<file path="src/rtl/branch_resolve_unit.sv">
// Registered branch-resolution stage: evaluates the MIPS conditional-branch set,
// computes the target, checks the front-end prediction and keeps saturating statistics.
module branch_resolve_unit #(
    parameter int DATA_WIDTH = 32,
    parameter int ADDR_WIDTH = 32,
    parameter int CNT_WIDTH  = 16
) (
    input  logic                  Clk,
    input  logic                  Reset,
    input  logic                  InValid,
    input  logic                  CompareFlag,
    input  logic [2:0]            Control,
    input  logic [DATA_WIDTH-1:0] InA,
    input  logic [DATA_WIDTH-1:0] InB,
    input  logic [ADDR_WIDTH-1:0] PcPlus4,
    input  logic [ADDR_WIDTH-1:0] Offset,
    input  logic                  PredTaken,
    input  logic                  Stall,
    input  logic                  Flush,
    output logic                  OutValid,
    output logic                  Result,
    output logic [ADDR_WIDTH-1:0] Target,
    output logic                  Mispredict,
    output logic                  IllegalOp,
    output logic [CNT_WIDTH-1:0]  BranchCount,
    output logic [CNT_WIDTH-1:0]  TakenCount
);

    logic                  cap;
    logic                  valid_next;
    logic                  illegal_next;
    logic                  cond;
    logic                  result_next;
    logic                  pred_q;
    logic                  a_neg;
    logic                  a_zero;
    logic [ADDR_WIDTH-1:0] target_next;

    assign cap          = InValid & CompareFlag & (Control != 3'd0);
    assign valid_next   = cap & (Control != 3'd7);
    assign illegal_next = cap & (Control == 3'd7);
    assign a_neg        = InA[DATA_WIDTH-1];
    assign a_zero       = (InA == '0);
    assign target_next  = PcPlus4 + {Offset[ADDR_WIDTH-3:0], 2'b00};

    always_comb begin
        cond = 1'b0;
        case (Control)
            3'd1:    cond = (InA == InB);
            3'd2:    cond = a_neg | a_zero;
            3'd3:    cond = ~a_neg & ~a_zero;
            3'd4:    cond = a_neg;
            3'd5:    cond = ~a_neg;
            3'd6:    cond = (InA != InB);
            default: cond = 1'b0;
        endcase
    end

    // Taken is only reported for a resolved branch; otherwise Result stays low.
    assign result_next = valid_next & cond;

    always_ff @(posedge Clk) begin
        if (Reset) begin
            OutValid    <= 1'b0;
            Result      <= 1'b0;
            Target      <= '0;
            IllegalOp   <= 1'b0;
            pred_q      <= 1'b0;
            BranchCount <= '0;
            TakenCount  <= '0;
        end else if (Flush) begin
            OutValid    <= 1'b0;
            Result      <= 1'b0;
            IllegalOp   <= 1'b0;
        end else if (!Stall) begin
            OutValid    <= valid_next;
            Result      <= result_next;
            Target      <= target_next;
            IllegalOp   <= illegal_next;
            pred_q      <= PredTaken;
            if (valid_next && (BranchCount != '1))
                BranchCount <= BranchCount + 1'b1;
            if (result_next && (TakenCount != '1))
                TakenCount <= TakenCount + 1'b1;
        end
    end

    // Derived from registered state only, so it holds under stall and clears with OutValid.
    assign Mispredict = OutValid & (Result != pred_q);

endmodule

</file>
<file path="config.mk">
export PLATFORM = sky130hd
export DESIGN_NAME = branch_resolve_unit
export DESIGN_NICKNAME = d
export VERILOG_FILES = /design/src/rtl/branch_resolve_unit.sv
export SDC_FILE = /design/constraint.sdc
export NUM_CORES = 1
export LEC_CHECK = 0
export CORE_MARGIN = 2
export CORE_UTILIZATION = 35
export CTS_BUF_LIST = sky130_fd_sc_hd__clkbuf_8
export DETAILED_ROUTE_END_ITERATION = 12
export HOLD_SLACK_MARGIN = 0.06
export PLACE_DENSITY = 0.72
export SYNTH_ARGS = -nofsm -noshare
export SYNTH_HDL_FRONTEND = slang
export SYNTH_SLANG_ARGS = --single-unit
export TNS_END_PERCENT = 30
</file>
<file path="constraint.sdc">
create_clock -name Clk -period 2.85 [get_ports Clk]
set_clock_uncertainty 0.05 [all_clocks]
set_input_delay 0.57 -clock Clk [delete_from_list [all_inputs] [get_ports Clk]]
set_output_delay 0.57 -clock Clk [all_outputs]
set_load 0.05 [all_outputs]
</file>
After elaboration in Yosys (flattened, before gate mapping)
Cells that the tools add are included.
{"block": "totals", "elab_cells": 44, "reg_bits": 68, "in_bits": 138, "output_inout_bits": 68}
{"block": "classes", "n_bitwise": 12, "reduce_logical": 8, "mux": 1, "addsub": 3, "eq_ne": 13}
{"op": "adder 16 x 1 -> 16 bit, second input constant", "count": 2}
{"op": "adder 32 bit", "count": 1}
{"op": "== test 32 bit", "count": 1}
{"op": "logical NOT 32 bit", "count": 1}
{"op": "inequality test 16 bit, second input constant", "count": 2}
{"op": "inequality test 32 bit", "count": 1}
{"op": "== test 3 bit, second input constant", "count": 4}
{"op": "bitwise AND 1 bit", "count": 7}
{"op": "== test 3 x 2 -> 1 bit, second input constant", "count": 2}
{"op": "one-hot mux 1 bit (6 select lines)", "count": 1}
{"op": "AND reduction 3 bit", "count": 2}
{"op": "inverter 1 bit", "count": 4}
{"op": "== test 3 x 1 -> 1 bit, second input constant", "count": 1}
{"op": "inequality test 3 bit, second input constant", "count": 1}
{"op": "nonzero test 3 bit", "count": 1}
{"op": "logical AND 1 bit", "count": 2}
{"op": "AND reduction 2 bit", "count": 1}
{"op": "OR reduction 2 bit", "count": 1}
{"op": "inequality test 1 bit", "count": 1}
{"op": "OR 1 bit", "count": 1}

Depth between registers and ports, before layout
Gate-level depths: netlist of run 1.
{"block": "depth", "word_depth": 7, "depth_mapped": 10, "mapped_depth_nobuf": 10}

Worst setup path before layout of run 1
OpenSTA, ideal clock, no wires.
{"block": "synth_timing", "kind": "input to register", "startpoint": "in PcPlus4[2]", "endpoint": "reg Target[30]", "t_required_ns": 2.678, "path_buffers": 0, "t_arrival_ns": 2.701, "slack_ns": -0.023, "setup_ns": 0.122, "stages": 10, "cell_sequence": "ha_1 fa_1 a211oi_1 nor2_1 o221ai_1 a21o_1 a21oi_1 and2_1 o31a_1 a311o_1"}
{"block": "synth_between", "elab_chain_cells": 1}
{"item": "from (decl)", "line": "15", "text": "input logic [ADDR_WIDTH-1:0] PcPlus4,"}
{"item": "adder 32 bit", "line": "44", "text": "assign target_next = PcPlus4 + {Offset[ADDR_WIDTH-3:0], 2'b00};"}
{"item": "to (signal assigned)", "line": "78", "text": "Target <= target_next;"}
{"item": "to (decl)", "line": "22", "text": "output logic [ADDR_WIDTH-1:0] Target,"}
No other way between the ends.
A chain may end at the register's enable or synchronous reset.

Worst setup path in the final report of run 1
{"block": "layout_timing", "startpoint": "in PcPlus4[14]", "endpoint": "reg Target[31]"}
The elaborated chain is that of the path after synthesis.

==> qor.csv, run 1 <==
metric;value;unit
busiest layer in global routing;met2;
Most used DFF post-synth;dfxtp_1;
grt met1 use;0.241;
Port Buf Inserts;203;
Initial DRT Pass Iterations;4;
max-cap check violation count;0;
DP Wirelength;12300;µm
Max Freq;0.362;GHz
worst skew pair latency;0.35;ns
CTS Buffer Depth;2;
PwrDens;353;nW/µm²
syn avg cell area;7.86;µm²
Slew Limit Headroom;0.452;
Crit path required time;3.06;ns
number of global-route vias before repair;5421;
antenna-violating nets left;0;
Antenna diodes;0;
Mapped Cells;612;
CP max FO;4;
Reg clk slew, reported paths;0.09;ns
Initial Util;0.360;
type of the most critical hold path;reg2reg;
DRT iter0 DRCs;284;
Area Overhead vs Synth;72.0;%
Hold WS;0.403;ns
Die Y;121;µm
met3 usage;0.0517;
# DRC;0;
CORE AREA;13300;µm²
Reg area;1360;µm²
mapped cell area;4810;µm²
routed via count;5590;
Worst VDD drop;158;µV
FFs w/ async S/R, synth;0;
Post-synth EDFFs;0;
critical path endpoint category;flip-flop;
outcome;finished clean;
CTS tree;done;
All-Layer GR Usage;0.212;
period utilization;0.969;
sequential share of the synthesized area;0.283;
DRT Wirelength;16600;µm
startpoint class of the critical path;input port;
routability cong.;0.881;
Die ar.;14700;µm²
Post-Synth Simple-Gate Area;0.287;
largest family of logic cells by synthesized area;simple AND/OR/NAND/NOR gates;
area leader, netlist;dfxtp_1;
# IOs;206;
Root Driver;clkbuf_8;
xor-xnor portion of the synthesized cell area;0.127;
grt total ovfl;0;
die width;121;µm
synth top area cells;dfxtp_1 28%, xor2_1 9.7%, ha_1 8.1%, nand2_1 6.1%, a21oi_1 5.1%;
Worst Max-Slew Pin Slew;0.822;ns
Total Nets Final;1072;
Multi-input gate area;3550;µm²
Sink Count;68;
Syn Nets;782;
share of layout cells above drive strength 1;0.169;
Slew Limit Fails;0;
leak pwr;3.82;nW
Core Rows;42;
number of placed instances, taps included;1063;
synthesis warning total;0;
kind of critical path;in2reg;
Setup-failing EPs final;0;
Final Hold Fails;0;
Netlist cell types;59;
Data arrival, critical path;2.97;ns
TritonCTS buffer count;9;
post-synthesis compound-gate area fraction;0.177;
Yosys reg bits;68;
vias per cell;5.16;
initial antenna violation count;0;
met2 Resource Use GR;0.387;
hold buffers post-CTS;0;
CTS H-tree lvls;3;
multiplexer share of the synthesized area;0.0151;
top cell type's share of synthesized area;0.283;
Synth Area in Adders;0.0848;
Fillers;1199;
pin count of the biggest net entering global routing;73;
setup TNS;0;ns
RSZ-0062 raised after global routing;true;
Final min period;2.76;ns
global-route wire length before repair;25100;µm
post-detailed-route wirelength per cell;15.4;µm
final non-filler cell total;1083;
==> routing by layer <==
layer  routed length (µm)  vias up
met2                 8260      189
met1                 6930     2573
met5                    0        -
met4                  328        0
met3                 1130       23
li1                     -     2805
==> Yosys cell counts, types with 3 or more instances <==
cell      instances
mux2i_1           5
o31a_1            3
nand3_1          26
nor2_1           58
or3_1             8
inv_1            11
o21bai_1          3
a211oi_1          7
nor3_1           26
ha_1             31
nor2b_1           7
dfxtp_1          68
nand2_1          78
xnor2_1          17
nand4_1          14
o221ai_1          4
nor4_1           19
a31oi_1           4
xor2_1           53
or4_1             3
nor4b_1           4
a21o_1           18
clkbuf_1         14
o21ai_0          16
a21oi_1          49
o22ai_1           3
and2_1            8
and3_1           14
==> layout make-up <==
type | instances | area share
multi-input cells | 515 | 0.429
clock buffers | 9 | 0.0150
repair buffers | 296 | 0.350
well taps | 176 | 0.0266
inverters | 12 | 0.00544
clock inverters | 7 | 0.00983
flip-flops and latches | 68 | 0.165
==> power breakdown <==
| group | switching [W] | leakage, nW | total [W] | internal, W |
|---|---|---|---|---|
| Clock | 0.000444 | 0.101 | 0.000863 | 0.000419 |
| Sequential | 0.0000200 | 0.552 | 0.00101 | 0.000986 |
| Combinational | 0.000528 | 3.17 | 0.00105 | 0.000523 |
| Total | 0.000993 | 3.82 | 0.00292 | 0.00193 |
==> cells in the final DEF (no fill, tap or decap), drive strengths merged, types with 8 or more instances in the layout <==
| cell type | Yosys | routed |
|---|---|---|
| nand4 | 15 | 15 |
| and2 | 8 | 8 |
| nor4 | 19 | 19 |
| dlymetal6s2s | 0 | 62 |
| and3 | 14 | 14 |
| ha | 31 | 31 |
| inv | 11 | 15 |
| or3 | 8 | 8 |
| nor3 | 27 | 27 |
| clkdlybuf4s50 | 0 | 140 |
| nand2 | 78 | 78 |
| nor2 | 58 | 58 |
| buf | 4 | 94 |
| dfxtp | 68 | 68 |
| a21oi | 50 | 50 |
| clkbuf | 14 | 9 |
| nand3 | 26 | 26 |
| xor2 | 53 | 53 |
| a21o | 18 | 18 |
| xnor2 | 17 | 17 |
| o21ai | 16 | 16 |
==> worst paths after layout <==
| path | end | start | depth (start not counted) | slack [ns] |
|---|---|---|---|---|
| worst min register to register | Target[8] | Target[8] | 2 | 0.40 |
| worst max register to register | TakenCount[6] | TakenCount[9] | 7 | 0.67 |
| worst max-delay path | Target[31] | PcPlus4[14] | 12 | 0.09 |
| worst min-delay path | Target[8] | Target[8] | 2 | 0.40 |
==> through the flow <==
stage                     power, W  worst slack, ns  instance area (µm²)   util
final                      0.00292           0.0895                 8270  0.620
after global routing       0.00308          -0.0401                 8270  0.620
after CTS                  0.00291          -0.0169                 7900  0.592
after detailed placement   0.00204           -0.494                 7680  0.575
after global placement     0.00203           -0.467                 7680  0.575
after floorplan            0.00153           0.0532                 4820      -
==> worst max-delay path: stages <==
cell and delay (ns):
clkdlybuf4s50_1 0.41, ha_1 0.35, a21oi_1 0.15, o21ai_1 0.10, a22o_1 0.24, a221oi_2 0.28
buf_4 0.18, a21oi_2 0.07, a21o_1 0.15, a311oi_1 0.26, buf_4 0.16, nand2_1 0.05
==> what timing repair did <==
item | in CTS | in global routing
pin swaps | 2 | 35
cloned | 0 | 1
endpoints found under the setup margin | 5 | 25
resized for setup | 4 | 96
setup buffers | 0 | 3
==> cells by family (layout without fill, tap and decap cells) <==
family / count (synthesis) / in the layout
xor+xnor: 70 / 70
flops: 68 / 68
simple gates: 277 / 277
buf+inv: 30 / 324
compound gates: 129 / 129
mux: 6 / 7
fa+ha+maj: 32 / 32
==> state kept, by name (all words and copies together), names as in the netlist <==
signal and flops:
Target 32, BranchCount 16, TakenCount 16, IllegalOp 1
OutValid 1, Result 1, pred_q 1
No activity file was read; power rests on OpenSTA's default activity.
==> run 2: changes to the inputs <==
PLACE_DENSITY = 0.69   (was 0.72)
SKIP_LAST_GASP = 1   (was not set)
clock period = 2.7 ns   (was 2.85 ns; I/O delays follow)
==> qor.csv, run 2 (synthesis results as in run 1) <==
metric;value;unit;change
outcome;finished clean;;
Worst Max-Slew Pin Slew;0.563;ns;-0.259 ns
Total Nets Final;1076;;+0.37%
CP max FO;7;;+3
combinational share of power;0.371;;+0.011
global-route wire length before repair;27300;µm;+8.5%
antenna-violating nets left;0;;unchanged
leak pwr;3.53;nW;-7.6%
most frequent cells in the layout;117 x clkdlybuf4s50_1, 95 x buf_4, 72 x nand2_1;;
number of global-route vias before repair;5805;;+7.1%
Data arrival, critical path;2.84;ns;-0.13 ns
reg2reg setup slack;0.54;ns;-0.13 ns
routability cong.;0.937;;+6.3%
startpoint class of the critical path;input port;;
Place WS;-0.609;ns;-0.115 ns
Crit path required time;2.88;ns;-0.18 ns
DP Wirelength;13300;µm;+7.5%
Net Sw Frac;0.342;;+0.00156
initial antenna violation count;0;;unchanged
proportion of power drawn by the clock network;0.284;;-0.012
Fillers;1166;;-2.8%
commonest non-fill, non-tap cell in the layout;clkdlybuf4s50_1;;
DRT Wirelength;17300;µm;+4.2%
Antenna diodes;0;;unchanged
Port Buf Inserts;203;;unchanged
Slew Limit Headroom;0.623;;+0.171
grt total ovfl;0;;unchanged
Die Y;121;µm;unchanged
type of the most critical hold path;reg2reg;;
die width;121;µm;unchanged
# DRC;0;;unchanged
Reg clk slew, reported paths;0.08;ns;about the same
Max Freq;0.375;GHz;
Root Driver;clkbuf_8;;
Die ar.;14700;µm²;unchanged
P_sw;0.00105;W;+6.2%
CORE AREA;13300;µm²;unchanged
CTS Buffer Depth;2;;unchanged
pin count of the biggest net entering global routing;50;;-32%
worst skew pair latency;0.36;ns;about the same
period utilization;0.987;;
biggest regs;Target: 32 flops, BranchCount: 16 flops, TakenCount: 16 flops;;
total power;0.00309;W;+5.7%
Area Overhead vs Synth;71.8;%;
Final WS setup;0.0339;ns;-0.0556 ns
final non-filler cell total;1087;;+0.37%
Sink Count;68;;unchanged
vias per cell;5.22;;+1.2%
hold buffers post-CTS;0;;unchanged
Final min period;2.67;ns;
CTS tree;done;;
routed via count;5678;;+1.6%
critical path endpoint category;flip-flop;;
Initial DRT Pass Iterations;4;;unchanged
post-detailed-route wirelength per cell;16.0;µm;+3.8%
number of placed instances, taps included;1065;;+0.19%
Setup-failing EPs final;0;;unchanged
RSZ-0062 raised after global routing;true;;
max-cap check violation count;0;;unchanged
Worst VDD drop;187;µV;+18%
share of layout cells above drive strength 1;0.225;;+0.0563
Final Hold Fails;0;;unchanged
Int Power;0.00203;W;+5.4%
most flop-heavy register;Target;;
placed cell areas;7680;µm²;about the same
DRT iter0 DRCs;306;;+7.7%
kind of critical path;in2reg;;
fin area;8260;µm²;-0.12%
PwrDens;373;nW/µm²;+5.8%
max reg flops;32;;unchanged
# IOs;206;;unchanged
Slew Limit Fails;0;;unchanged
Seq pwr share;0.345;;about the same
All-Layer GR Usage;0.231;;+0.0199
CTS H-tree lvls;3;;unchanged
Initial Util;0.360;;unchanged
TritonCTS buffer count;9;;unchanged
Core Rows;42;;unchanged
run 2: changes by cell type in the layout (fill, tap and decap cells not counted), sizes merged:
cell / change
dlymetal6s2s: -40
dlygate4sd2: +31
clkdlybuf4s50: -23
clkbuf: +19
clkdlybuf4s15: +13
buf: +4
clkinvlp: +2
inv: -2
run 2: final cells by class:
class                      instances  area (µm²)  share of cell area
multi-input combinational        515        3750               0.454
clock inverter                     7        75.1             0.00908
tap                              176         220              0.0266
inverter                          12        45.0             0.00545
clock buffer                       9         124              0.0150
timing repair buffer             300        2680               0.325
sequential                        68        1360               0.165
run 2: timing repair:
| action | in CTS | in global routing |
|---|---|---|
| setup buffers | 0 | 5 |
| cloned | 1 | 0 |
| pin swaps | 31 | 43 |
| endpoints found under the hold margin | 0 | 0 |
| setup endpoints to repair | 26 | 27 |
| gates resized for setup | 96 | 113 |
run 2: critical path, cell delays in order:
cell and delay [ns]:
dlygate4sd2_1 0.26, xor2_1 0.14, nor4_1 0.29, nand4_1 0.23, o31a_1 0.35, buf_4 0.14
mux4_2 0.58, nand2_2 0.12, xor2_1 0.15, nor2_1 0.06
run 2: power by group through the flow:
| stage | logic, W | registers (W) | clock network [W] |
|---|---|---|---|
| 5_1_grt | 0.00123 | 0.00107 | 0.000936 |
| 3_5_place_dp | 0.00107 | 0.00109 | 0 |
| 6_report | 0.00114 | 0.00106 | 0.000877 |
| 4_1_cts | 0.00108 | 0.00106 | 0.000900 |
| 3_3_place_gp | 0.00106 | 0.00109 | 0 |
| 2_1_floorplan | 0.000408 | 0.00121 | 0 |
run 2: per-stage QoR:
stage               hold WS (ns)  TNS, ns  utilization
floorplan                  0.398        0            -
global placement           0.392   -15.67        0.576
detailed placement         0.396   -17.21        0.576
CTS                        0.406   -0.152        0.598
global route               0.425   -0.123        0.619
finish                     0.404        0        0.619
run 2: worst paths after layout:
check | from | depth (start not counted) | endpoint
worst min register to register | Target[8] | 2 | Target[8]
worst max-delay path | InA[19] | 10 | TakenCount[7]
worst min-delay path | Target[8] | 2 | Target[8]
worst max register to register | TakenCount[8] | 8 | TakenCount[15]
run 2: routing by layer:
metal	routed length, µm	part of all wire	up-vias	track usage
li1	-	-	2803	-
met1	6710	0.39	2612	0.257
met2	8950	0.52	226	0.429
met3	1110	0.064	37	0.0451
met4	569	0.033	0	0.0941
met5	0	0	-	0
